### src/rtl/modinv_helper_store_pkg.sv
// rtl/modinv_helper_store_pkg.sv - shared constants, state encoding and clog2 for the store helper
package modinv_helper_store_pkg;

  localparam int WORD_W = 32;

  typedef enum logic [1:0] {
    ST_IDLE = 2'd0,
    ST_SUB  = 2'd1,
    ST_COPY = 2'd2
  } state_t;

  function automatic int clog2(input int value);
    int r;
    r = 0;
    while ((1 << r) < value) r++;
    return r;
  endfunction

endpackage

### src/rtl/modinv_helper_store_addsub.sv
// rtl/modinv_helper_store_addsub.sv - 32-bit add-with-carry and carry flop with init/enable
module modinv_helper_store_addsub
  import modinv_helper_store_pkg::*;
(
  input  logic              clk,
  input  logic              rst_n,
  input  logic              init,
  input  logic              ce,
  input  logic [WORD_W-1:0] a,
  input  logic [WORD_W-1:0] b,
  output logic [WORD_W-1:0] sum,
  output logic              c_out
);

  logic              carry;
  logic [WORD_W:0]   total;

  assign total = {1'b0, a} + {1'b0, b} + (WORD_W + 1)'(carry);
  assign sum   = total[WORD_W-1:0];
  assign c_out = total[WORD_W];

  // Carry rests at 1 so a subtract (a + ~b + 1) is ready as soon as init fires.
  always_ff @(posedge clk or negedge rst_n) begin
    if (!rst_n) begin
      carry <= 1'b1;
    end else if (init) begin
      carry <= 1'b1;
    end else if (ce) begin
      carry <= c_out;
    end
  end

endmodule

### src/rtl/modinv_helper_store.sv
// rtl/modinv_helper_store.sv - reduces buffer s (< 2q) by one conditional subtract of q into memory x
module modinv_helper_store
  import modinv_helper_store_pkg::*;
#(
  parameter int OPERAND_NUM_WORDS = 8,
  parameter int OPERAND_ADDR_BITS = 3,
  parameter int BUFFER_NUM_WORDS  = 9,
  parameter int BUFFER_ADDR_BITS  = 4
) (
  input  logic                         clk,
  input  logic                         rst_n,
  input  logic                         ena,
  output logic                         rdy,
  output logic [BUFFER_ADDR_BITS-1:0]  s_addr,
  input  logic [WORD_W-1:0]            s_din,
  output logic [OPERAND_ADDR_BITS-1:0] q_addr,
  input  logic [WORD_W-1:0]            q_din,
  output logic [OPERAND_ADDR_BITS-1:0] x_addr,
  output logic                         x_wren,
  output logic [WORD_W-1:0]            x_dout
);

  localparam int CNT_W = clog2(OPERAND_NUM_WORDS + 2);
  localparam logic [CNT_W-1:0] CNT_N     = CNT_W'(OPERAND_NUM_WORDS);
  localparam logic [CNT_W-1:0] CNT_LAST  = CNT_W'(OPERAND_NUM_WORDS + 1);
  localparam logic [CNT_W-1:0] CNT_QMAX  = CNT_W'(OPERAND_NUM_WORDS - 1);
  localparam logic [CNT_W-1:0] CNT_SLAST = CNT_W'(BUFFER_NUM_WORDS - 1);

  state_t            state, state_nx;
  logic [CNT_W-1:0]  cnt, cnt_nx, cnt_m1;
  logic              calc_init, calc_ce;
  logic [WORD_W-1:0] qw, diff;
  logic              c_out;

  assign cnt_m1 = cnt - CNT_W'(1);

  always_ff @(posedge clk or negedge rst_n) begin
    if (!rst_n) begin
      state <= ST_IDLE;
      cnt   <= '0;
    end else begin
      state <= state_nx;
      cnt   <= cnt_nx;
    end
  end

  modinv_helper_store_addsub u_addsub (
    .clk   (clk),
    .rst_n (rst_n),
    .init  (calc_init),
    .ce    (calc_ce),
    .a     (s_din),
    .b     (~qw),
    .sum   (diff),
    .c_out (c_out)
  );

  always_comb begin
    state_nx  = state;
    cnt_nx    = cnt;
    rdy       = 1'b0;
    s_addr    = '0;
    q_addr    = '0;
    x_addr    = '0;
    x_wren    = 1'b0;
    x_dout    = '0;
    calc_init = 1'b0;
    calc_ce   = 1'b0;
    qw        = q_din;
    case (state)
      ST_IDLE: begin
        rdy = 1'b1;
        if (ena) begin
          state_nx  = ST_SUB;
          cnt_nx    = '0;
          calc_init = 1'b1;
        end
      end
      ST_SUB: begin
        if (cnt <= CNT_SLAST) s_addr = BUFFER_ADDR_BITS'(cnt);
        q_addr = (cnt > CNT_QMAX) ? OPERAND_ADDR_BITS'(CNT_QMAX) : OPERAND_ADDR_BITS'(cnt);
        // The top s word has no q partner; it only absorbs the borrow.
        if (cnt == CNT_LAST) qw = '0;
        if (cnt != '0) begin
          calc_ce = 1'b1;
          if (cnt != CNT_LAST) begin
            x_wren = 1'b1;
            x_addr = OPERAND_ADDR_BITS'(cnt_m1);
            x_dout = diff;
          end
        end
        if (cnt == CNT_LAST) begin
          cnt_nx   = '0;
          state_nx = c_out ? ST_IDLE : ST_COPY;
        end else begin
          cnt_nx = cnt + CNT_W'(1);
        end
      end
      ST_COPY: begin
        if (cnt < CNT_N) s_addr = BUFFER_ADDR_BITS'(cnt);
        if (cnt != '0) begin
          x_wren = 1'b1;
          x_addr = OPERAND_ADDR_BITS'(cnt_m1);
          x_dout = s_din;
        end
        if (cnt == CNT_N) begin
          cnt_nx   = '0;
          state_nx = ST_IDLE;
        end else begin
          cnt_nx = cnt + CNT_W'(1);
        end
      end
      default: begin
        state_nx = ST_IDLE;
        cnt_nx   = '0;
      end
    endcase
  end

endmodule

### config.mk
export PLATFORM = sky130hd
export DESIGN_NAME = modinv_helper_store
export DESIGN_NICKNAME = d
export VERILOG_FILES = /design/src/rtl/modinv_helper_store_pkg.sv /design/src/rtl/modinv_helper_store_addsub.sv /design/src/rtl/modinv_helper_store.sv
export SDC_FILE = /design/constraint.sdc
export NUM_CORES = 1
export LEC_CHECK = 0
export CORE_MARGIN = 2
export CORE_UTILIZATION = 50
export DETAILED_ROUTE_END_ITERATION = 10
export PLACE_DENSITY = 0.95
export SKIP_CTS_REPAIR_TIMING = 1
export SLEW_MARGIN = 20
export SYNTH_ARGS = -nofsm -noshare
export SYNTH_HDL_FRONTEND = slang
export SYNTH_SLANG_ARGS = --single-unit
### constraint.sdc
create_clock -name clk -period 18.25 [get_ports clk]
set_input_delay 5.475 -clock clk [delete_from_list [all_inputs] [get_ports clk]]
set_output_delay 5.475 -clock clk [all_outputs]
set_load 0.005 [all_outputs]
==> impl_results.md, run 1 <==
- Setup repair after global routing missed its margin: no
- Top-count cell post-synth: sky130_fd_sc_hd__nand2_1
- Maximum clock frequency: 0.0683 GHz
- Port Buffers: 110
- Number of iterations in the first detailed-routing pass: 5
- Clock root buffer master: sky130_fd_sc_hd__clkbuf_8
- Maximum count of clock buffers along a single path: 2
- Core Box Area: 0.00589 sq mm
- Syn_nets: 552
- Initial DRC Count: 289
- Category of the worst setup path capture point: primary output
- Worst-path maximum fanout: 4
- Worst vdd ir: 55.6 uV
- Relative area change from synthesis to final layout: 37.6%
- Critical path type: input pin to primary output
- Power per cell area: 67.4 mW/mm^2
- Worst hold-check path type: flip-flop to flip-flop
- Proportion of netlist area held by the largest area contributor: 0.154
- Async set or reset register ratio after synthesis: 1.00
- Vias in the first global route: 3511
- Number of buffers created by CTS: 3
- Maximum number of pins on one net before global-route repair: 32
- Number of vias after detailed routing: 3810
- Run status: finished, final reports clean
- Top Ports: 111
- Proportion of layout cells with a drive suffix above 1: 0.0371
- Clock Sink Count: 7
- Worst-skew pair later-pin latency: 230 ps
- Count of endpoints failing hold in the final timing report: 0
- Leakage power summed over all cells: 1.70 nW
- Number of antenna violations at the first check in global routing: 0
- Utilization after layout: 0.705
- Wire length of the first global-routing pass: 14900 microns
- Register area share after synthesis: 0.0585
- Die area: 0.00667 sq mm
- Height of the die: 81.6 microns
- Std cell rows: 28
- Synthesized flop and latch total: 7
- Warnings from Yosys: 0
- Leading area contributor after synthesis: sky130_fd_sc_hd__ha_1
- H-tree depth: 1
- Vias per cell: 6.21
- Dominant register cell in the synthesized netlist: sky130_fd_sc_hd__dfrtp_1
- Placed Instances: 610
- Final max-slew violation count: 0
- Wirelength, routed: 9590 microns
- Worst Max-Slew Pin Slew: 752 ps
- Routed length per placed instance: 15.6 microns
- DRC errors left: 0
- Required time at the worst-slack endpoint: 12770 ps
- Clock slew seen by the registers of the worst setup and hold paths: 40 ps
- EDFF count, synth: 0
- Dominant cells by area after synthesis: sky130_fd_sc_hd__ha_1 (15%), sky130_fd_sc_hd__nand2_1 (9.3%), sky130_fd_sc_hd__a21oi_1 (6.8%)
- Count of cell types in the netlist: 62
- Filler Cell Count: 502
- Final setup violating endpoints: 0
- Number of maximum-capacitance violations: 0
- Overflow left after global routing: 0
- TritonCTS clock tree: yes
- Detailed placement HPWL: 7410 microns
- Final worst clock skew: 0.597 ps
- Final nets: 646
- Critical path launch point type: input pin
- Routed Antenna Nets: 0
- Summed negative setup slack over all endpoints: 0 ps
- Horiz. Die Dim: 81.6 microns
- Synthesized cell area: 0.00301 sq mm
- Ratio of final minimum period to clock period: 0.802
- GRT Overall Usage: 0.271
- Data arrival, critical path: 9170 ps
- Starting density of the core: 0.512
- Placer congestion estimate: 0.895
- Post-synthesis area per instance: 6.76 sq um
- Inserted Diodes: 0
- Most numerous cell types in the synthesized netlist: sky130_fd_sc_hd__nand2_1 (75), sky130_fd_sc_hd__a21oi_1 (41), sky130_fd_sc_hd__ha_1 (37)
- Number of cells produced by synthesis: 446
- Clock period minus worst slack: 14650 ps
- Rel. slew slack: 0.499
- Number of standard cells in the layout, taps in and fillers out: 614
[worst max-delay path: stages]
cell and delay, ps:
sky130_fd_sc_hd__clkdlybuf4s50_1 460, sky130_fd_sc_hd__nand2_1 60, sky130_fd_sc_hd__fa_1 410, sky130_fd_sc_hd__fa_1 440
sky130_fd_sc_hd__a211oi_1 340, sky130_fd_sc_hd__o211ai_1 230, sky130_fd_sc_hd__a211oi_1 360, sky130_fd_sc_hd__o21ai_0 240
sky130_fd_sc_hd__a41oi_1 340, sky130_fd_sc_hd__mux2i_1 220, sky130_fd_sc_hd__o211ai_1 100, sky130_fd_sc_hd__clkdlybuf4s50_1 480
[report_power, final]
group | internal [mW] | switching, mW | leakage (nW) | total, mW
logic | 0.107 | 0.123 | 1.58 | 0.230
clock network | 0.0152 | 0.00728 | 0.0228 | 0.0224
registers | 0.0212 | 0.00614 | 0.0905 | 0.0273
[area by class of cell]
class,count,area (sq um),share of cell area
Clock buffer,4,45.0,0.0109
Multi-Input combinational cell,401,2660,0.641
Sequential cell,7,176,0.0425
Inverter,15,56.3,0.0136
Timing Repair Buffer,112,1120,0.269
Tap cell,75,93.8,0.0226
[path summary, 6_finish.rpt]
check                               from        endpoint  slack, ps  cells after the start
worst max-delay path            q_din[0]      x_dout[18]       3600                     12
worst min-delay path            state[0]        state[0]        560                      2
worst max register to register  state[1]        state[1]      14520                     13
worst min register to register  state[0]        state[0]        560                      2
max in group asynchronous          rst_n  u_addsub.carry      12430                      1
min in group asynchronous          rst_n          cnt[2]       5520                      1
[registers in the layout (all words and copies together) (netlist names)]
register / cells
state: 2
cnt: 4
u_addsub.carry: 1
[stage by stage]
stage	worst slack, ps	instance area [sq um]	hold WS [ps]	power (mW)
6_report	3600	4150	555	0.280
5_1_grt	3410	4150	598	0.305
4_1_cts	3650	4150	554	0.277
3_5_place_dp	3660	4100	543	0.253
3_3_place_gp	3750	4100	524	0.246
2_1_floorplan	4940	3010	500	0.168
[cell families (layout without fill, tap and decap cells)]
group | Yosys count | after routing | share of synthesized area
simple gates | 172 | 172 | 0.270
compound gates | 165 | 165 | 0.371
fa+ha+maj | 39 | 39 | 0.167
buf+inv | 38 | 131 | 0.0589
xor+xnor | 20 | 20 | 0.0581
flops | 7 | 7 | 0.0585
mux | 5 | 5 | 0.0166
[layer usage]
layer,GRT usage,share of wire
met1,0.334,0.42
met4,0.0550,0.012
met2,0.511,0.49
met5,0,0
met3,0.0242,0.078
[placed cells by master (no fill, tap or decap), types with 3 or more instances in the layout]
cell type / instances
sky130_fd_sc_hd__clkdlybuf4s50_1: 110
sky130_fd_sc_hd__nand3_1: 15
sky130_fd_sc_hd__nor2_1: 29
sky130_fd_sc_hd__xor2_1: 10
sky130_fd_sc_hd__nor2b_1: 5
sky130_fd_sc_hd__xnor2_1: 10
sky130_fd_sc_hd__o21ai_0: 35
sky130_fd_sc_hd__a22oi_1: 13
sky130_fd_sc_hd__a31oi_1: 7
sky130_fd_sc_hd__dfrtp_1: 6
sky130_fd_sc_hd__o21bai_1: 3
sky130_fd_sc_hd__nor3_1: 8
sky130_fd_sc_hd__o211ai_1: 11
sky130_fd_sc_hd__nor3b_1: 5
sky130_fd_sc_hd__o21a_1: 6
sky130_fd_sc_hd__and3_1: 7
sky130_fd_sc_hd__a21o_1: 14
sky130_fd_sc_hd__inv_1: 15
sky130_fd_sc_hd__nand4_1: 6
sky130_fd_sc_hd__clkbuf_8: 3
sky130_fd_sc_hd__and2_1: 3
sky130_fd_sc_hd__nand2_1: 75
sky130_fd_sc_hd__mux2i_1: 5
sky130_fd_sc_hd__a211oi_1: 4
sky130_fd_sc_hd__a221o_1: 3
sky130_fd_sc_hd__a21oi_1: 41
sky130_fd_sc_hd__ha_1: 37
sky130_fd_sc_hd__nand2b_1: 7
Note: power is estimated with default switching activity, not from simulation.
==> inputs of run 2 (changes only) <==
--- a/config.mk
+++ b/config.mk
@@ -6,9 +6,9 @@
 export NUM_CORES = 1
 export LEC_CHECK = 0
 export CORE_MARGIN = 2
-export CORE_UTILIZATION = 50
+export CORE_UTILIZATION = 47
 export DETAILED_ROUTE_END_ITERATION = 10
-export PLACE_DENSITY = 0.95
+export PLACE_DENSITY = 0.91
 export SKIP_CTS_REPAIR_TIMING = 1
 export SLEW_MARGIN = 20
 export SYNTH_ARGS = -nofsm -noshare
==> constraint.sdc (replaced) <==
create_clock -name clk -period 15.3 [get_ports clk]
set_input_delay 4.59 -clock clk [delete_from_list [all_inputs] [get_ports clk]]
set_output_delay 4.59 -clock clk [all_outputs]
set_load 0.005 [all_outputs]
==> run 2 against run 1 <==
  * Flip-flop and latch count unchanged
  * Final cell count grew 0.33%
  * Clock skew grew 3.2 ps
  * Combinational power rose by 20%
  * Register-to-register slack got worse by 2800 ps
  * Utilization shrank 4.4 points
  * Global-route usage down 0.92 points
  * Sequential share of layout area barely moved
  * Clock-buffer cell count is the same
  * Total power up 20%
  * Die area up 6.1%
  * Routed wire length grew 0.16%
  * Critical endpoint unchanged
  * Largest cell class unchanged
  * Largest power group unchanged
  * Highest routed layer unchanged
==> impl_results.md, run 2 (synthesis results as in run 1) <==
- Run status: finished, final reports clean
- Cell type of the slowest stage on the worst timing path: sky130_fd_sc_hd__fa_1
- Rel. slew slack: 0.528 (+0.0298)
- DRC errors left: 0 (unchanged)
- Final max-slew violation count: 0 (unchanged)
- Maximum number of pins on one net before global-route repair: 32 (unchanged)
- Horiz. Die Dim: 84.1 microns (+3.0%)
- Die area: 0.00707 sq mm (+6.1%)
- Worst Max-Slew Pin Slew: 706 ps (-46.5 ps)
- Most used cells in the layout excluding fill and tap cells: sky130_fd_sc_hd__clkdlybuf4s50_1 (110), sky130_fd_sc_hd__nand2_1 (75), sky130_fd_sc_hd__a21oi_1 (41)
- Std cell rows: 29 (+3.6%)
- Setup repair after global routing missed its margin: no
- Number of iterations in the first detailed-routing pass: 5 (unchanged)
- Final nets: 646 (unchanged)
- Summed negative setup slack over all endpoints: 0 ps (unchanged)
- Overflow left after global routing: 0 (unchanged)
- Clock root buffer master: sky130_fd_sc_hd__clkbuf_8
- Detailed placement HPWL: 7610 microns (+2.7%)
- Wirelength, routed: 9610 microns (+0.16%)
- Top Registers: cnt (4), state (2), u_addsub.carry (1)
- Number of maximum-capacitance violations: 0 (unchanged)
- Routed length per placed instance: 15.6 microns (-0.17%)
- Port Buffers: 110 (unchanged)
- Count of endpoints failing hold in the final timing report: 0 (unchanged)
- Number of vias after detailed routing: 3787 (-0.60%)
- Wire length of the first global-routing pass: 16100 microns (+7.6%)
- Proportion of layout cells with a drive suffix above 1: 0.0371 (unchanged)
- Worst-path maximum fanout: 4 (unchanged)
- Worst hold-check path type: flip-flop to flip-flop
- Vias per cell: 6.15 (-0.93%)
- Critical path type: input pin to primary output
- Ratio of final minimum period to clock period: 0.841
- Utilization after layout: 0.661 (-0.0436)
- Top Ports: 111 (unchanged)
- Register bank with the most flops: cnt
- Leakage power summed over all cells: 1.70 nW (unchanged)
- Number of buffers created by CTS: 3 (unchanged)
- Worst-skew pair later-pin latency: 230 ps (about the same)
- Placed Instances: 612 (+0.33%)
- Category of the worst setup path capture point: primary output
- Worst vdd ir: 65.3 uV (+17%)
- Placer congestion estimate: 0.918 (+2.6%)
- Filler Cell Count: 559 (+11%)
- Clock period minus worst slack: 12870 ps
- Clock slew seen by the registers of the worst setup and hold paths: 40 ps (about the same)
- Number of antenna violations at the first check in global routing: 0 (unchanged)
- Max reg flops: 4 (unchanged)
- Inserted Diodes: 0 (unchanged)
- Biggest cell delay along the critical path: 480 ps (about the same)
- Cells along the critical path: clkdlybuf4s50_1 -> fa_1 -> fa_1 -> a211oi_1 -> o211ai_1 -> a211oi_1 -> o21ai_0 -> a41oi_1 -> mux2i_1 -> o211ai_1 -> clkdlybuf4s50_1
- GRT Overall Usage: 0.262 (-0.00923)
- Initial DRC Count: 236 (-18%)
- Data arrival, critical path: 8280 ps (-890 ps)
- Vias in the first global route: 3625 (+3.2%)
- H-tree depth: 1 (unchanged)
- Clock Sink Count: 7 (unchanged)
- Core Box Area: 0.00628 sq mm (+6.7%)
- Maximum clock frequency: 0.0777 GHz
- Number of standard cells in the layout, taps in and fillers out: 616 (+0.33%)
- Final worst clock skew: 3.79 ps (+3.19 ps)
- Maximum count of clock buffers along a single path: 2 (unchanged)
- Commonest non-fill, non-tap cell in the layout: sky130_fd_sc_hd__clkdlybuf4s50_1
- TritonCTS clock tree: yes
- Required time at the worst-slack endpoint: 10710 ps (-2060 ps)
- Starting density of the core: 0.480 (-0.0319)
- Routed Antenna Nets: 0 (unchanged)
- Critical path launch point type: input pin
- Power per cell area: 80.5 mW/mm^2 (+19%)
- Final setup violating endpoints: 0 (unchanged)
- Height of the die: 84.1 microns (+3.0%)
- Relative area change from synthesis to final layout: 37.7% (about the same)
==> run 2: cell counts in the layout (fill, tap and decap cells not counted) <==
Identical to the previous run, type by type.
==> run 2: per-layer routing <==
layer  part of all wire  vias up  global-route usage
li1                   -     1845                   -
met1               0.43     1745               0.338
met2               0.48      185               0.466
met3              0.072       12              0.0297
met4             0.0085        0              0.0557
met5                  0        -                   0
==> run 2: worst paths after layout <==
kind / from / to / slack (ps) / depth (start not counted)
setup / recovery: s_din[0] / x_dout[18] / 2430 / 11
hold / removal: state[1] / state[1] / 550 / 2
setup reg to reg: state[1] / state[1] / 11680 / 13
hold reg to reg: state[1] / state[1] / 550 / 2
max in group asynchronous: rst_n / u_addsub.carry / 10390 / 1
min in group asynchronous: rst_n / cnt[3] / 4620 / 1
==> run 2: layout make-up <==
cell class | count | area (sq um) | share of cell area
clock buffer | 4 | 45.0 | 0.0109
tap | 77 | 96.3 | 0.0232
inverter | 15 | 56.3 | 0.0136
sequential | 7 | 176 | 0.0425
multi-input combinational | 401 | 2660 | 0.641
timing repair buffer | 112 | 1120 | 0.269
==> run 2: report_power, final <==
group          internal (mW)  switching (mW)  total [mW]
clock                 0.0181         0.00835      0.0264
sequential            0.0253         0.00689      0.0322
combinational          0.127           0.148       0.276
==> run 2: stage by stage <==
stage               setup slack [ps]  hold WS, ps  power [mW]  area (sq um)
floorplan                       3760          500       0.200          3010
global placement                2550          526       0.297          4110
detailed placement              2440          540       0.304          4110
CTS                             2420          550       0.332          4150
global route                    2190          570       0.365          4150
finish                          2430          549       0.334          4150
==> run 2: worst max-delay path, delay by kind of cell <==
| family | cells | cell delay [ps] |
|---|---|---|
| AO/OA/AOI/OAI | 6 | 1610 |
| adder cells (fa/ha/maj) | 2 | 920 |
| buffers and inverters | 2 | 930 |
| multiplexers | 1 | 220 |
